<file path="src/rtl/iact_spad_window_pkg.sv">
// -----------------------------------------------------------------------------
// iact_pkg
// Shared constants for the per-PE input-activation scratchpad.
//   - plane geometry (act_size, kernel_size) and word/address widths
//   - derived sizes: NUM_WORDS, OUT_DIM, WIN_WORDS, STREAM_WORDS
//   - FSM state encoding (EMPTY, FULL, STREAM)
//   - win_addr(): flat plane address of one window tap
// No ports.
// -----------------------------------------------------------------------------
package iact_pkg;

    localparam int DATA_BITWIDTH      = 16;
    localparam int ADDR_BITWIDTH_SPAD = 9;
    localparam int act_size           = 5;
    localparam int kernel_size        = 3;

    localparam int NUM_WORDS    = act_size * act_size;
    localparam int OUT_DIM      = act_size - kernel_size + 1;
    localparam int WIN_WORDS    = kernel_size * kernel_size;
    localparam int STREAM_WORDS = OUT_DIM * OUT_DIM * WIN_WORDS;

    localparam logic [1:0] EMPTY  = 2'd0;
    localparam logic [1:0] FULL   = 2'd1;
    localparam logic [1:0] STREAM = 2'd2;

    typedef logic [DATA_BITWIDTH-1:0]      data_t;
    typedef logic [ADDR_BITWIDTH_SPAD-1:0] addr_t;

    // Row-major address of tap (ky,kx) of the window anchored at (oy,ox).
    function automatic addr_t win_addr(input addr_t oy, input addr_t ox,
                                       input addr_t ky, input addr_t kx);
        return (oy + ky) * addr_t'(act_size) + (ox + kx);
    endfunction

endpackage

</file>
<file path="src/rtl/iact_spad_window_if.sv">
// -----------------------------------------------------------------------------
// iact_spad_window_if
// Bundles the router-side load stream and the MAC-side window stream.
//   w_data_spad / load_en_spad : activation words from the GLB router
//   spad_full                  : plane loaded and not yet consumed
//   start_win                  : request to stream windows
//   iact_data/valid/ready/last : window word handshake to the MAC
//   iact_done                  : pulse after the final word is accepted
//   ovf_err                    : sticky misuse flag (IACT_SPAD_OVF_CHECK_EN only)
// Modports: slave = scratchpad, master = router/MAC side.
// -----------------------------------------------------------------------------
interface iact_spad_window_if;
    import iact_pkg::*;

    data_t w_data_spad;
    logic  load_en_spad;
    logic  spad_full;
    logic  start_win;
    data_t iact_data;
    logic  iact_valid;
    logic  iact_ready;
    logic  iact_last;
    logic  iact_done;
`ifdef IACT_SPAD_OVF_CHECK_EN
    logic  ovf_err;
`endif

    modport slave (
        input  w_data_spad, load_en_spad, start_win, iact_ready,
        output spad_full, iact_data, iact_valid, iact_last, iact_done
`ifdef IACT_SPAD_OVF_CHECK_EN
        , output ovf_err
`endif
    );

    modport master (
        output w_data_spad, load_en_spad, start_win, iact_ready,
        input  spad_full, iact_data, iact_valid, iact_last, iact_done
`ifdef IACT_SPAD_OVF_CHECK_EN
        , input ovf_err
`endif
    );

endinterface

</file>
<file path="src/rtl/iact_spad_window_addr_gen.sv">
// -----------------------------------------------------------------------------
// iact_win_addr_gen
// Sliding-window counters (oy outer, ox, ky, kx innermost).
//   clk, reset       : clock, async active-low reset
//   step             : advance to the next window tap
//   clear            : return all counters to zero
//   cur_addr         : address of the tap the counters point at
//   next_addr        : address of the tap after that (wraps to 0 at the end)
//   cur_win_last     : current tap closes a window
//   next_win_last    : following tap closes a window
//   cur_stream_last  : current tap is the final tap of the whole stream
// -----------------------------------------------------------------------------
module iact_win_addr_gen
    import iact_pkg::*;
(
    input  logic  clk,
    input  logic  reset,
    input  logic  step,
    input  logic  clear,
    output addr_t cur_addr,
    output addr_t next_addr,
    output logic  cur_win_last,
    output logic  next_win_last,
    output logic  cur_stream_last
);

    localparam addr_t K_MAX = addr_t'(kernel_size - 1);
    localparam addr_t O_MAX = addr_t'(OUT_DIM - 1);

    addr_t kx, ky, ox, oy;
    addr_t nkx, nky, nox, noy;

    // Odometer increment: kx carries into ky, ky into ox, ox into oy.
    always_comb begin
        nkx = kx;
        nky = ky;
        nox = ox;
        noy = oy;
        if (kx == K_MAX) begin
            nkx = '0;
            if (ky == K_MAX) begin
                nky = '0;
                if (ox == O_MAX) begin
                    nox = '0;
                    noy = (oy == O_MAX) ? '0 : oy + addr_t'(1);
                end else begin
                    nox = ox + addr_t'(1);
                end
            end else begin
                nky = ky + addr_t'(1);
            end
        end else begin
            nkx = kx + addr_t'(1);
        end
    end

    always_ff @(posedge clk or negedge reset) begin
        if (!reset) begin
            kx <= '0;
            ky <= '0;
            ox <= '0;
            oy <= '0;
        end else if (clear) begin
            kx <= '0;
            ky <= '0;
            ox <= '0;
            oy <= '0;
        end else if (step) begin
            kx <= nkx;
            ky <= nky;
            ox <= nox;
            oy <= noy;
        end
    end

    assign cur_addr        = win_addr(oy, ox, ky, kx);
    assign next_addr       = win_addr(noy, nox, nky, nkx);
    assign cur_win_last    = (ky == K_MAX) && (kx == K_MAX);
    assign next_win_last   = (nky == K_MAX) && (nkx == K_MAX);
    assign cur_stream_last = cur_win_last && (ox == O_MAX) && (oy == O_MAX);

endmodule

</file>
<file path="src/rtl/iact_spad_window.sv">
// -----------------------------------------------------------------------------
// iact_spad_window
// Per-PE activation scratchpad: captures one act_size x act_size plane from
// the router, then replays it as kernel_size x kernel_size windows over all
// valid-convolution positions.
//   clk   : clock
//   reset : async active-low reset
//   bus   : iact_spad_window_if.slave (load stream, window stream, status)
// Optional feature: define IACT_SPAD_OVF_CHECK_EN to add the sticky ovf_err
// output flagging dropped writes and starts issued while the plane is empty.
// -----------------------------------------------------------------------------
module iact_spad_window
    import iact_pkg::*;
(
    input  logic               clk,
    input  logic               reset,
    iact_spad_window_if.slave  bus
);

    localparam addr_t LAST_WPTR = addr_t'(NUM_WORDS - 1);

    data_t      mem [NUM_WORDS];
    addr_t      wptr;
    logic [1:0] state;

    data_t out_data;
    logic  out_valid;
    logic  out_last;
    logic  out_done;
    logic  out_full;

    addr_t cur_addr, next_addr, rd_addr;
    logic  cur_win_last, next_win_last, cur_stream_last;
    data_t rd_data;
    logic  wr_en, handshake, step, clear;

    assign wr_en     = (state == EMPTY) && bus.load_en_spad;
    assign handshake = (state == STREAM) && out_valid && bus.iact_ready;
    assign step      = handshake && !cur_stream_last;
    assign clear     = handshake && cur_stream_last;

    // The counters always point at the word on iact_data, so the start of a
    // stream reads the current tap while each handshake reads the following one.
    assign rd_addr = (state == STREAM) ? next_addr : cur_addr;

    iact_win_addr_gen u_addr_gen (
        .clk             (clk),
        .reset           (reset),
        .step            (step),
        .clear           (clear),
        .cur_addr        (cur_addr),
        .next_addr       (next_addr),
        .cur_win_last    (cur_win_last),
        .next_win_last   (next_win_last),
        .cur_stream_last (cur_stream_last)
    );

    // Plane storage; contents survive reset and are simply overwritten by the
    // next load.
    always_ff @(posedge clk) begin
        for (int i = 0; i < NUM_WORDS; i++) begin
            if (wr_en && (wptr == addr_t'(i))) begin
                mem[i] <= bus.w_data_spad;
            end
        end
    end

    // Full-width compare keeps out-of-range addresses reading zero.
    always_comb begin
        rd_data = '0;
        for (int i = 0; i < NUM_WORDS; i++) begin
            if (rd_addr == addr_t'(i)) begin
                rd_data = mem[i];
            end
        end
    end

    // Load / stream FSM and the output register.
    always_ff @(posedge clk or negedge reset) begin
        if (!reset) begin
            state     <= EMPTY;
            wptr      <= '0;
            out_data  <= '0;
            out_valid <= 1'b0;
            out_last  <= 1'b0;
            out_done  <= 1'b0;
            out_full  <= 1'b0;
        end else begin
            out_done <= 1'b0;
            case (state)
                EMPTY: begin
                    if (bus.load_en_spad) begin
                        if (wptr == LAST_WPTR) begin
                            wptr     <= '0;
                            state    <= FULL;
                            out_full <= 1'b1;
                        end else begin
                            wptr <= wptr + addr_t'(1);
                        end
                    end
                end
                FULL: begin
                    if (bus.start_win) begin
                        state     <= STREAM;
                        out_valid <= 1'b1;
                        out_data  <= rd_data;
                        out_last  <= cur_win_last;
                    end
                end
                STREAM: begin
                    if (!out_valid || bus.iact_ready) begin
                        if (cur_stream_last) begin
                            state     <= EMPTY;
                            out_valid <= 1'b0;
                            out_last  <= 1'b0;
                            out_done  <= 1'b1;
                            out_full  <= 1'b0;
                        end else begin
                            out_data <= rd_data;
                            out_last <= next_win_last;
                        end
                    end
                end
                default: state <= EMPTY;
            endcase
        end
    end

    assign bus.iact_data  = out_data;
    assign bus.iact_valid = out_valid;
    assign bus.iact_last  = out_last;
    assign bus.iact_done  = out_done;
    assign bus.spad_full  = out_full;

`ifdef IACT_SPAD_OVF_CHECK_EN
    logic ovf_q;

    // Sticky until reset: any write outside EMPTY or start inside EMPTY.
    always_ff @(posedge clk or negedge reset) begin
        if (!reset) begin
            ovf_q <= 1'b0;
        end else if ((bus.load_en_spad && (state != EMPTY)) ||
                     (bus.start_win && (state == EMPTY))) begin
            ovf_q <= 1'b1;
        end
    end

    assign bus.ovf_err = ovf_q;
`endif

endmodule

</file>
<file path="src/flat_wrapper.sv">
// flat-port wrapper written by rule: the top's interface ports become plain ports
module iact_spad_window_flat import iact_pkg::*;
  (clk, reset, bus_w_data_spad, bus_load_en_spad, bus_start_win, bus_iact_ready, bus_spad_full, bus_iact_data, bus_iact_valid, bus_iact_last, bus_iact_done);
  iact_spad_window_if bus_i ();
  input  logic clk;
  input  logic reset;
  input wire logic [$bits(bus_i.w_data_spad)-1:0] bus_w_data_spad;
  input wire logic [$bits(bus_i.load_en_spad)-1:0] bus_load_en_spad;
  input wire logic [$bits(bus_i.start_win)-1:0] bus_start_win;
  input wire logic [$bits(bus_i.iact_ready)-1:0] bus_iact_ready;
  output wire logic [$bits(bus_i.spad_full)-1:0] bus_spad_full;
  output wire logic [$bits(bus_i.iact_data)-1:0] bus_iact_data;
  output wire logic [$bits(bus_i.iact_valid)-1:0] bus_iact_valid;
  output wire logic [$bits(bus_i.iact_last)-1:0] bus_iact_last;
  output wire logic [$bits(bus_i.iact_done)-1:0] bus_iact_done;
  assign bus_i.w_data_spad = bus_w_data_spad;
  assign bus_i.load_en_spad = bus_load_en_spad;
  assign bus_i.start_win = bus_start_win;
  assign bus_i.iact_ready = bus_iact_ready;
  assign bus_spad_full = bus_i.spad_full;
  assign bus_iact_data = bus_i.iact_data;
  assign bus_iact_valid = bus_i.iact_valid;
  assign bus_iact_last = bus_i.iact_last;
  assign bus_iact_done = bus_i.iact_done;
  iact_spad_window u_core (.clk(clk), .reset(reset), .bus(bus_i));
endmodule
</file>
<file path="config.mk">
export PLATFORM = sky130hd
export DESIGN_NAME = iact_spad_window_flat
export DESIGN_NICKNAME = d
export VERILOG_FILES = /design/src/rtl/iact_spad_window_pkg.sv /design/src/rtl/iact_spad_window_if.sv /design/src/rtl/iact_spad_window_addr_gen.sv /design/src/rtl/iact_spad_window.sv /design/src/flat_wrapper.sv
export SDC_FILE = /design/constraint.sdc
export NUM_CORES = 1
export LEC_CHECK = 0
export CAP_MARGIN = 10
export CORE_AREA = 5 5 213 174
export DETAILED_ROUTE_END_ITERATION = 10
export DIE_AREA = 0 0 218 179
export GPL_ROUTABILITY_DRIVEN = 1
export HOLD_SLACK_MARGIN = 0.03
export PLACE_DENSITY = 0.89
export SYNTH_ARGS = -nofsm -noshare
export SYNTH_HDL_FRONTEND = slang
export SYNTH_HIERARCHICAL = 1
export SYNTH_SLANG_ARGS = --single-unit
</file>
<file path="constraint.sdc">
create_clock -name clk -period 16.4 [get_ports clk]
set_clock_uncertainty 0.15 [all_clocks]
set_input_delay 3.28 -clock clk [delete_from_list [all_inputs] [get_ports clk]]
set_output_delay 3.28 -clock clk [all_outputs]
set_load 0.01 [all_outputs]
</file>
==> metrics.txt <==
Clock Latency Late Sink=0.56 ns; crit path DAT=10.19 ns; Synth warnings=6; critical path peak fanout=29; minimum clock period=9.896 ns; initial antenna violation count=3; GRT Residual Overflow=0; number of synthesized flops with an enable pin=400; Final setup viols=0; # Post-CTS Setup Buffers=0; Synth Register Bits=467; I/O pins=41; Reg2Reg Depth=35; xor/xnor share of the synthesized area=0.03454; worst setup path endpoint=u_core/bus.iact_data[12]$_DFFE_PN0P_; critical path class=reg -> reg; pin count of the biggest net entering global routing=68; FF-to-FF End=u_core/bus.iact_data[12]$_DFFE_PN0P_; Max-Cap Viols=0; clock buffer count from CTS=44; CP bufs+invs=4; global-route wire length before repair=95100 µm; placeable core area=34500 µm²; Least-Margin Pin Slew=1.251 ns; Setup TNS Final=0 ns; Post-Place Worst Slack=6.951 ns; Slowest-stage cell, CP=nor2_2; gr usage total=0.3229; Netlist cell types=99; CP Depth=35; CTS tree=done; Top delay family on crit path=simple AND/OR/NAND/NOR gates; Nets=1867; crit start category=flip-flop; r2r startpoint=u_core/u_addr_gen/kx[0]$_DFFE_PN0P_; highest-count cells in the layout ignoring fill and taps=edfxtp_1 (400), nand2_1 (124), nor2_1 (123); Final WS setup=6.504 ns; Worst Hold Class=reg -> reg; number of gates resized after CTS=0; final hold vios=0; Routability Congestion=0.9409; delay of the slowest critical-path stage=0.88 ns; initial cell density of the core=0.6437; port bufs=40; Slew HR=0.1588; sequential cell area fraction in the yosys report=0.6164; Setup crit end kind=flip-flop; drt drc=0; clk root buf=clkbuf_16; DR pass1 iterations=10; CTS max path bufs=3; vias per cell=7.119; post-route ant nets=0; drt initial violations=2980; Critical Path RT=16.69 ns; Most used DFF post-synth=edfxtp_1; part of the cycle the worst path needs=0.6034; Fill cells=2136; DP Wirelength=39160 µm; most common cell after layout, fill and taps aside=edfxtp_1; vias after detailed routing=16088; most frequent CP cell=xnor2_1; Finished Core Util=0.7090; syn avg cell area=12.98 µm²; syn nets=1822; die area=39020 µm²; vias in the first global route=15527; Hold Buf Count CTS=0; Fmax=0.1010 GHz; area grow syn2layout=10.14%; Async SR Flop Fraction=0.1435; clock slew at reported path FFs=0.07 ns; Post-Route WL=62800 µm; layout cell share with drive strength beyond 1=0.09345; clk sinks=467; r2r setup slk=6.50 ns; H-Tree Depth=2; Core Rows=61; die height=179 µm; Mapped Area=22210 µm²; outcome=completed; Synth Area in Simple Gates=0.1046; Pins Over Slew Limit=0; Adder-Cell Fraction of Synth Area=0.06017; Gate Count Post-Synth=1711; main combinational cell family by area after synthesis=compound AO/OA/AOI/OAI gates; mux cell area share after synthesis=0.01549; Horiz. Die Dim=218 µm; Synth Area in Compound Gates=0.1327; drt wl/cell=27.79 µm; RSZ-0062 raised after global routing=no; Worst Setup SP=u_core/u_addr_gen/kx[0]$_DFFE_PN0P_
## synthesized netlist by cell type, drive strengths merged (4+ instances only)
library cell	number	area, µm²
or3	17	106.4
nor2b	6	45.04
a21o	9	67.56
a211oi	38	327.8
nor4	17	185.2
a22oi	18	135.1
nand2	127	498.0
nor2	129	520.5
a32oi	8	70.07
nor4b	7	97.59
o21a	7	52.55
xnor2	57	499.2
fa	28	560.5
edfxtp	400	12010
a31oi	10	77.57
o211ai	9	67.56
o31ai	4	30.03
inv	94	357.8
o21ai	89	445.4
o22ai	49	306.5
dfrtp	67	1677
mux2	8	101.3
a21oi	78	401.6
mux2i	23	242.7
o221ai	14	122.6
o2bb2ai	10	87.58
xor2	28	245.2
and3	16	105.1
o41ai	11	103.9
a221oi	20	175.2
buf	45	310.3
o211a	5	50.05
nand2b	9	63.81
a2bb2oi	4	35.03
and2	6	40.04
clkbuf	35	132.6
nand3	27	145.1
a222oi	7	70.07
a22o	6	52.55
ha	62	775.7
nor3	33	175.2
nand4	25	177.7
o21bai	7	52.55
## cell families (layout without fill, tap and decap cells)
group / count (synthesis) / count (layout)
flops: 467 / 467
simple gates: 437 / 437
compound gates: 426 / 426
buf+inv: 174 / 250
fa+ha+maj: 90 / 90
xor+xnor: 86 / 86
mux: 31 / 31
other cells: 0 / 1
## registers in the layout, summed over array words and instances, names as in the netlist
| signal | cells |
|---|---|
| u_core/bus.spad_full | 1 |
| u_core/u_addr_gen/ky | 9 |
| u_core/bus.iact_last | 1 |
| u_core/bus.iact_valid | 1 |
| u_core/state | 2 |
| u_core/u_addr_gen/kx | 9 |
| u_core/u_addr_gen/ox | 9 |
| u_core/bus.iact_done | 1 |
| u_core/bus.iact_data | 16 |
| u_core/wptr | 9 |
| u_core/u_addr_gen/oy | 9 |
| u_core/mem | 400 |
## metrics by stage
| stage | std cells | hold slack (ns) | cell area [µm²] |
|---|---|---|---|
| 3_5_place_dp | 2182 | 0.3452 | 23080 |
| 6_report | 2260 | 0.3516 | 24460 |
| 3_3_place_gp | 2182 | 0.3141 | 23080 |
| 2_1_floorplan | 1711 | 0.2968 | 22210 |
| 4_1_cts | 2259 | 0.3574 | 24460 |
| 5_1_grt | 2259 | 0.3874 | 24460 |
## per-layer routing
layer / wire length, µm / up-vias / global-route usage
met5: 30 / - / 0
met4: 2752 / 4 / 0.1130
met3: 10800 / 295 / 0.1246
met2: 26650 / 1549 / 0.4730
met1: 22570 / 7653 / 0.4478
li1: - / 6587 / -
## area by class of cell
class                           instances  area, µm²  share of cell area
Clock inverter                         25      222.7            0.009105
Timing Repair Buffer                   79      690.7             0.02824
Inverter                               94      357.8             0.01463
Tap cell                              472      590.6             0.02414
Multi-Input combinational cell       1070       7755              0.3170
Antenna cell                            1      2.502           0.0001023
Clock buffer                           52       1152             0.04711
Sequential cell                       467      13690              0.5596
## worst min-delay path by stage
stage / slack, ns / from / end / cells past startpoint
6_report: 0.35 / u_core/wptr[6]$_DFFE_PN0P_ / u_core/wptr[6]$_DFFE_PN0P_ / 1
5_1_grt: 0.39 / u_core/wptr[6]$_DFFE_PN0P_ / u_core/wptr[6]$_DFFE_PN0P_ / 1
4_1_cts: 0.36 / u_core/wptr[6]$_DFFE_PN0P_ / u_core/wptr[6]$_DFFE_PN0P_ / 1
3_5_place_dp: 0.35 / u_core/wptr[6]$_DFFE_PN0P_ / u_core/wptr[6]$_DFFE_PN0P_ / 1
3_3_place_gp: 0.31 / u_core/wptr[8]$_DFFE_PN0P_ / u_core/wptr[8]$_DFFE_PN0P_ / 1
2_1_floorplan: 0.30 / u_core/wptr[8]$_DFFE_PN0P_ / u_core/wptr[8]$_DFFE_PN0P_ / 1
Power is not shown: default switching activity piles up to over one toggle a cycle in this logic, so the estimate is an artifact.
